[src/rtl/riscv_fetch_ctrl_if.sv]
// Instruction-memory request/acknowledge bus between the fetch sequencer
// (master) and instruction memory (slave).
interface riscv_fetch_ctrl_if #(
    parameter int WORD_LENGTH = 32
);
    logic                   imem_req;
    logic [WORD_LENGTH-1:0] imem_addr;
    logic                   imem_ack;
    logic [WORD_LENGTH-1:0] imem_rdata;

    modport master (
        output imem_req,
        output imem_addr,
        input  imem_ack,
        input  imem_rdata
    );

    modport slave (
        input  imem_req,
        input  imem_addr,
        output imem_ack,
        output imem_rdata
    );
endinterface

[src/rtl/riscv_fetch_ctrl.sv]
// Instruction-fetch sequencer: owns the fetch PC, runs the req/ack memory
// handshake, applies execute-stage redirects and hands instructions to
// decode through an output register backed by a one-entry skid buffer.
module riscv_fetch_ctrl #(
    parameter int                     WORD_LENGTH  = 32,
    parameter int                     PC_OFFSET    = 4,
    parameter logic [WORD_LENGTH-1:0] RESET_VECTOR = '0
) (
    input  logic                   clk,
    input  logic                   x_reset,
    riscv_fetch_ctrl_if.master     imem,
    input  logic                   redirect_valid,
    input  logic [WORD_LENGTH-1:0] redirect_addr,
    input  logic                   stall,
    output logic                   inst_valid,
    output logic [WORD_LENGTH-1:0] inst_out,
    output logic [WORD_LENGTH-1:0] inst_pc,
    output logic [WORD_LENGTH-1:0] inst_pc_plus4
);

    localparam logic [WORD_LENGTH-1:0] PC_INC = WORD_LENGTH'(PC_OFFSET);

    typedef enum logic [1:0] {
        IDLE  = 2'd0,
        FETCH = 2'd1,
        DRAIN = 2'd2
    } state_t;

    state_t                 state_q, state_d;
    logic                   req_q, req_d;
    logic [WORD_LENGTH-1:0] addr_q, addr_d;
    logic [WORD_LENGTH-1:0] tgt_q, tgt_d;
    logic                   out_vld_q, out_vld_d;
    logic [WORD_LENGTH-1:0] out_inst_q, out_inst_d;
    logic [WORD_LENGTH-1:0] out_pc_q, out_pc_d;
    logic                   skid_vld_q, skid_vld_d;
    logic [WORD_LENGTH-1:0] skid_inst_q, skid_inst_d;
    logic [WORD_LENGTH-1:0] skid_pc_q, skid_pc_d;

    logic                   accept;
    logic                   consume;
    logic [WORD_LENGTH-1:0] target;
    logic                   unused_align_bits;

    assign accept  = req_q & imem.imem_ack;
    assign consume = out_vld_q & ~stall;
    // Redirect targets are forced to word alignment; the low bits are dropped.
    assign target  = {redirect_addr[WORD_LENGTH-1:2], 2'b00};
    assign unused_align_bits = ^redirect_addr[1:0];

    // Next-state, fetch-address and output/skid selection.
    always_comb begin
        state_d     = state_q;
        req_d       = req_q;
        addr_d      = addr_q;
        tgt_d       = tgt_q;
        out_vld_d   = out_vld_q;
        out_inst_d  = out_inst_q;
        out_pc_d    = out_pc_q;
        skid_vld_d  = skid_vld_q;
        skid_inst_d = skid_inst_q;
        skid_pc_d   = skid_pc_q;

        if (redirect_valid) begin
            // Redirect wins over stall and ack: flush everything queued for decode.
            out_vld_d  = 1'b0;
            skid_vld_d = 1'b0;
            if (req_q && !imem.imem_ack) begin
                // Request still in flight: keep it stable and drop its data later.
                state_d = DRAIN;
                tgt_d   = target;
            end else begin
                state_d = FETCH;
                addr_d  = target;
                req_d   = 1'b1;
            end
        end else begin
            case (state_q)
                IDLE: begin
                    state_d = FETCH;
                    req_d   = 1'b1;
                end
                FETCH: begin
                    if (skid_vld_q) begin
                        if (consume) begin
                            out_vld_d  = 1'b1;
                            out_inst_d = skid_inst_q;
                            out_pc_d   = skid_pc_q;
                            if (accept) begin
                                skid_inst_d = imem.imem_rdata;
                                skid_pc_d   = addr_q;
                            end else begin
                                skid_vld_d = 1'b0;
                            end
                        end
                    end else if (accept) begin
                        if (!out_vld_q || consume) begin
                            out_vld_d  = 1'b1;
                            out_inst_d = imem.imem_rdata;
                            out_pc_d   = addr_q;
                        end else begin
                            skid_vld_d  = 1'b1;
                            skid_inst_d = imem.imem_rdata;
                            skid_pc_d   = addr_q;
                        end
                    end else if (consume) begin
                        out_vld_d = 1'b0;
                    end
                    if (accept) begin
                        addr_d = addr_q + PC_INC;
                    end
                    // A pending request never has a full skid, so this also holds it.
                    req_d = ~skid_vld_d;
                end
                DRAIN: begin
                    if (imem.imem_ack) begin
                        state_d = FETCH;
                        addr_d  = tgt_q;
                        req_d   = 1'b1;
                    end
                end
                default: begin
                    state_d = IDLE;
                    req_d   = 1'b0;
                end
            endcase
        end
    end

    // State and datapath registers with asynchronous active-low reset.
    always_ff @(posedge clk or negedge x_reset) begin
        if (!x_reset) begin
            state_q     <= IDLE;
            req_q       <= 1'b0;
            addr_q      <= RESET_VECTOR;
            tgt_q       <= RESET_VECTOR;
            out_vld_q   <= 1'b0;
            out_inst_q  <= '0;
            out_pc_q    <= '0;
            skid_vld_q  <= 1'b0;
            skid_inst_q <= '0;
            skid_pc_q   <= '0;
        end else begin
            state_q     <= state_d;
            req_q       <= req_d;
            addr_q      <= addr_d;
            tgt_q       <= tgt_d;
            out_vld_q   <= out_vld_d;
            out_inst_q  <= out_inst_d;
            out_pc_q    <= out_pc_d;
            skid_vld_q  <= skid_vld_d;
            skid_inst_q <= skid_inst_d;
            skid_pc_q   <= skid_pc_d;
        end
    end

    assign imem.imem_req  = req_q;
    assign imem.imem_addr = addr_q;
    assign inst_valid     = out_vld_q;
    assign inst_out       = out_inst_q;
    assign inst_pc        = out_pc_q;
    assign inst_pc_plus4  = out_pc_q + PC_INC;

endmodule

[src/flat_wrapper.sv]
// flat-port wrapper written by rule: the top's interface ports become plain ports
module riscv_fetch_ctrl_flat 
#(
    parameter int                     WORD_LENGTH  = 32,
    parameter int                     PC_OFFSET    = 4,
    parameter logic [WORD_LENGTH-1:0] RESET_VECTOR = '0
)
  (clk, x_reset, redirect_valid, redirect_addr, stall, inst_valid, inst_out, inst_pc, inst_pc_plus4, imem_imem_req, imem_imem_addr, imem_imem_ack, imem_imem_rdata);
  riscv_fetch_ctrl_if #(.WORD_LENGTH(WORD_LENGTH)) imem_i ();
  input  logic clk;
  input  logic x_reset;
  input  logic redirect_valid;
  input  logic [WORD_LENGTH-1:0] redirect_addr;
  input  logic stall;
  output logic inst_valid;
  output logic [WORD_LENGTH-1:0] inst_out;
  output logic [WORD_LENGTH-1:0] inst_pc;
  output logic [WORD_LENGTH-1:0] inst_pc_plus4;
  output wire logic [$bits(imem_i.imem_req)-1:0] imem_imem_req;
  output wire logic [$bits(imem_i.imem_addr)-1:0] imem_imem_addr;
  input wire logic [$bits(imem_i.imem_ack)-1:0] imem_imem_ack;
  input wire logic [$bits(imem_i.imem_rdata)-1:0] imem_imem_rdata;
  assign imem_imem_req = imem_i.imem_req;
  assign imem_imem_addr = imem_i.imem_addr;
  assign imem_i.imem_ack = imem_imem_ack;
  assign imem_i.imem_rdata = imem_imem_rdata;
  riscv_fetch_ctrl #(.WORD_LENGTH(WORD_LENGTH), .PC_OFFSET(PC_OFFSET), .RESET_VECTOR(RESET_VECTOR)) u_core (.clk(clk), .x_reset(x_reset), .imem(imem_i), .redirect_valid(redirect_valid), .redirect_addr(redirect_addr), .stall(stall), .inst_valid(inst_valid), .inst_out(inst_out), .inst_pc(inst_pc), .inst_pc_plus4(inst_pc_plus4));
endmodule
[config.mk]
export PLATFORM = sky130hd
export DESIGN_NAME = riscv_fetch_ctrl_flat
export DESIGN_NICKNAME = d
export VERILOG_FILES = /design/src/rtl/riscv_fetch_ctrl_if.sv /design/src/rtl/riscv_fetch_ctrl.sv /design/src/flat_wrapper.sv
export SDC_FILE = /design/constraint.sdc
export NUM_CORES = 1
export LEC_CHECK = 0
export BUFFER_PORTS_ARGS = -buffer_cell sky130_fd_sc_hd__buf_2
export CORE_ASPECT_RATIO = 0.7
export CORE_MARGIN = 5
export CORE_UTILIZATION = 51
export CTS_BUF_LIST = sky130_fd_sc_hd__clkbuf_4
export DETAILED_ROUTE_END_ITERATION = 6
export PLACE_DENSITY = 0.83
export SLEW_MARGIN = 10
export SYNTH_ARGS = -nofsm -noshare
export SYNTH_HDL_FRONTEND = slang
export SYNTH_SLANG_ARGS = --single-unit
[constraint.sdc]
create_clock -name clk -period 1.9 [get_ports clk]
set_input_delay 0.38 -clock clk [delete_from_list [all_inputs] [get_ports clk]]
set_output_delay 0.38 -clock clk [all_outputs]
set_load 0.02 [all_outputs]
==> summary.md <==
| Metric | Value |
|---|---|
| Status | `finished, violations left` |
| Failing checks | `setup timing` |
| Clock Path Buffers | `2` |
| Antenna violations before repair | `2` |
| Worst EP arrival | `2.24 ns` |
| Die area | `21480 µm²` |
| Reg area | `4753 µm²` |
| Layout Nets | `1249` |
| Distinct cells, synth | `67` |
| Unrepaired setup endpoints after global routing | `yes` |
| Drt total wl | `26.68 mm` |
| First drt pass iteration count | `5` |
| Sequential share of the synthesized area | `49.84%` |
| Routability congestion estimate | `0.9159` |
| Floorplan row count | `41` |
| FMAX | `382.1 MHz` |
| Vias | `8170` |
| Largest net degree at the start of global routing | `59` |
| PwrDens | `1227 nW/µm²` |
| Max-slew violations | `0` |
| Layout cell share with drive strength beyond 1 | `42.65%` |
| CP Class | `reg2out` |
| Final ANT Viol Nets | `0` |
| Worst vdd ir | `0.5634 mV` |
| Top cell type's share of synthesized area | `49.84%` |
| Yosys top cell by area | `dfrtp_1` |
| Chip Height | `124.1 µm` |
| Area grow syn2layout | `32.30%` |
| Fin crit share | `137.8%` |
| Worst slew pin tran | `0.5805 ns` |
| Total track usage | `23.93%` |
| Setup ws final | `-0.7173 ns` |
| Synthesized area | `9489 µm²` |
| Syn. warnings | `0` |
| Clock latency on the worst-skew pair | `0.61 ns` |
| Syn_area_per_cell | `10.65 µm²` |
| N_diodes | `0` |
| First-pass GRT wire length | `41.16 mm` |
| Placed Cells | `1350` |
| Yosys reg bits | `189` |
| Vias in the first global route | `7795` |
| Crit Path Max Fanout | `5` |
| CTS tree | `yes` |
| Fin cells | `1427` |
| P_leak | `5.693 nW` |
| Top post-synthesis cells by area | `dfrtp_1 50%, mux2_2 10%, mux2i_1 6.8%, a21oi_1 5.0%, nor2_1 3.6%` |
| Synth Instances | `891` |
| # H-tree levels | `4` |
| Vias/cell | `5.725` |
| Critical Path RT | `1.52 ns` |
| Slew Limit Headroom | `61.16%` |
| Post-synth top flop | `dfrtp_1` |
| DRT iter0 DRCs | `790` |
| DRC violations left | `0` |
| Worst setup EP type | `output pin` |
| Post-synth EDFFs | `0` |
| Fin. Hold Viols | `0` |
| CTS Buf Count | `17` |
| Synth async-reset ratio | `100.0%` |
| GRT overflow | `0` |
| Main combinational cell family by area after synthesis | `multiplexers` |
| Compound-cell area share of the yosys netlist | `11.84%` |
| Detailed placement HPWL | `19.09 mm` |
| Ports | `199` |
| Final Setup Violations | `29` |
| Sinks on Clock Net | `189` |
| Worst Hold Class | `in2reg` |
| Synth Area in Simple Gates | `13.01%` |
| Fillers | `1346` |
| Clock transition at the registers of the reported paths | `0.16 ns` |
| Die W | `173.0 µm` |
| Post-synthesis mux area share | `17.08%` |
| Multi-input gate area | `4797 µm²` |
| Adder-cell share of the synthesized area | `0.2637%` |
| Final Skew | `0.02533 ns` |
| Crit path time final | `2.617 ns` |
| Wirelength per Cell | `18.70 µm` |
| Clock root buffer | `clkbuf_4` |
| Max_cap viols | `0` |
| Setup Total Neg Slack | `-14.38 ns` |
| Post-Synth XOR/XNOR Area | `3.784%` |
| Quantity of I/O buffers inserted on ports | `190` |
| Core Region | `18160 µm²` |
| Starting Density | `52.25%` |
| Crit path launch type | `flop` |
## state kept, by name, summed over array words and instances, names as in the netlist
register and cells:
u_core.tgt_q 30, u_core.skid_vld_q 1, u_core.inst_out 32, u_core.state_q 2, u_core.inst_valid 1, u_core.skid_inst_q 32, u_core.skid_pc_q 30, u_core.imem.imem_addr 30
u_core.imem.imem_req 1, u_core.inst_pc 30
## layout by cell type, fill, tap and decap left out, drive strengths merged, types with 2 or more instances in the layout
| master | synthesis | final |
|---|---|---|
| clkinv | 0 | 4 |
| clkbuf | 22 | 18 |
| inv | 10 | 18 |
| nor2 | 90 | 90 |
| dlygate4sd3 | 0 | 26 |
| dfrtp | 189 | 189 |
| a311oi | 2 | 2 |
| nand2 | 44 | 44 |
| o22ai | 3 | 3 |
| nor3 | 8 | 8 |
| a31oi | 5 | 5 |
| conb | 1 | 6 |
| a221oi | 6 | 6 |
| and3 | 28 | 28 |
| mux2 | 87 | 87 |
| xnor2 | 28 | 28 |
| o21ai | 45 | 45 |
| a41oi | 5 | 5 |
| o211ai | 5 | 5 |
| nor4 | 5 | 5 |
| o31ai | 2 | 2 |
| o31a | 3 | 3 |
| a21o | 2 | 2 |
| and4 | 5 | 5 |
| nand4 | 15 | 15 |
| xor2 | 13 | 13 |
| a21oi | 95 | 95 |
| a211oi | 3 | 3 |
| nand2b | 4 | 4 |
| nand3 | 27 | 27 |
| mux2i | 64 | 64 |
| o221ai | 2 | 2 |
| clkinvlp | 0 | 2 |
| and2 | 6 | 6 |
| ha | 2 | 2 |
| buf | 47 | 305 |
## cells by family (layout without fill, tap and decap cells)
| logic type | Yosys count | in the layout |
|---|---|---|
| adder cells (fa/ha/maj) | 2 | 2 |
| AND/OR/NAND/NOR | 239 | 239 |
| other | 1 | 6 |
| XOR/XNOR | 41 | 41 |
| buffers and inverters | 79 | 374 |
| AO/OA/AOI/OAI | 189 | 189 |
| multiplexers | 151 | 151 |
| flip-flops | 189 | 189 |
## Yosys cell counts (3+ instances only)
cell type and instances:
and2_1 6, o21ai_0 40, mux2_2 86, nor2_1 90, buf_2 36, a41oi_1 5, nor3_1 6, nand2_1 44
o211ai_1 5, nand4_1 14, and3_1 27, nand2b_1 4, a21oi_1 95, nand3_1 24, buf_4 9, a221oi_1 5
clkbuf_1 20, inv_1 10, mux2i_1 64, xnor2_1 28, a31oi_1 5, o21ai_1 5, xor2_1 13, and4_1 5
a211oi_1 3, nor4_4 3, dfrtp_1 189
## where the power goes
part	internal (mW)	leakage (nW)	switching [mW]	total, mW
combinational	3.15	3.28	3.92	7.07
sequential	5.19	2.26	0.890	6.08
clock	0.717	0.154	1.53	2.25
## through the flow
step / cell area [µm²] / util, % / setup WS [ns] / total power [mW] / hold WS, ns
after floorplan: 9704 / - / -0.1835 / 9.761 / 0.08441
after global placement: 11470 / 63.17 / -0.05806 / 12.09 / 0.3385
after detailed placement: 11470 / 63.17 / -0.05890 / 12.35 / 0.3453
after CTS: 12290 / 67.65 / -0.6586 / 15.08 / 0.00002059
after global routing: 12550 / 69.13 / -0.8178 / 16.23 / 0.0004614
final: 12550 / 69.13 / -0.7173 / 15.40 / 0.02831
## cell type report
cell class	count	share of cell area (%)
clock buffers	17	1.017
clock inverters	15	1.335
inverters	10	0.2990
multi-input cells	628	38.21
flip-flops and latches	189	37.86
well taps	236	2.352
repair buffers	332	18.93
## final timing paths
check / from / endpoint / slack [ns] / depth (start not counted)
worst min-delay path: imem_imem_rdata[20] / u_core.skid_inst_q[20] / 0.03 / 2
max in group asynchronous: x_reset / u_core.inst_pc[3] / 0.98 / 3
worst max register to register: u_core.imem.imem_addr[14] / u_core.imem.imem_addr[31] / 0.06 / 6
min in group asynchronous: x_reset / u_core.skid_inst_q[28] / 0.25 / 2
worst max-delay path: u_core.inst_pc[5] / inst_pc_plus4[25] / -0.72 / 7
worst min register to register: u_core.skid_pc_q[19] / u_core.skid_pc_q[19] / 0.50 / 2
## metal layers
layer  track usage, %  routed length (µm)  share of wire (%)  vias up
met5                0                  28               0.10        -
met4            5.730                 434                1.6        4
met3            6.280                2037                7.6       44
met2            36.53               12100                 45      360
met1            34.56               12080                 45     4012
li1                 -                   -                  -     3750
## what timing repair did
item,in CTS,in global routing
endpoints found under the setup margin,28,57
endpoints found under the hold margin,63,2
buffers inserted,6,17
hold buffers,24,2
pin swaps,29,25
resized for setup,64,39
## critical path, stage by stage (launching register included)
cell and delay, ns:
dfrtp_2 0.42, nand4_4 0.16, nor4_4 0.27, and3_1 0.22, buf_6 0.15, nand3_2 0.12
xnor2_2 0.15, buf_4 0.16
Power figures use the tool's default switching activity.
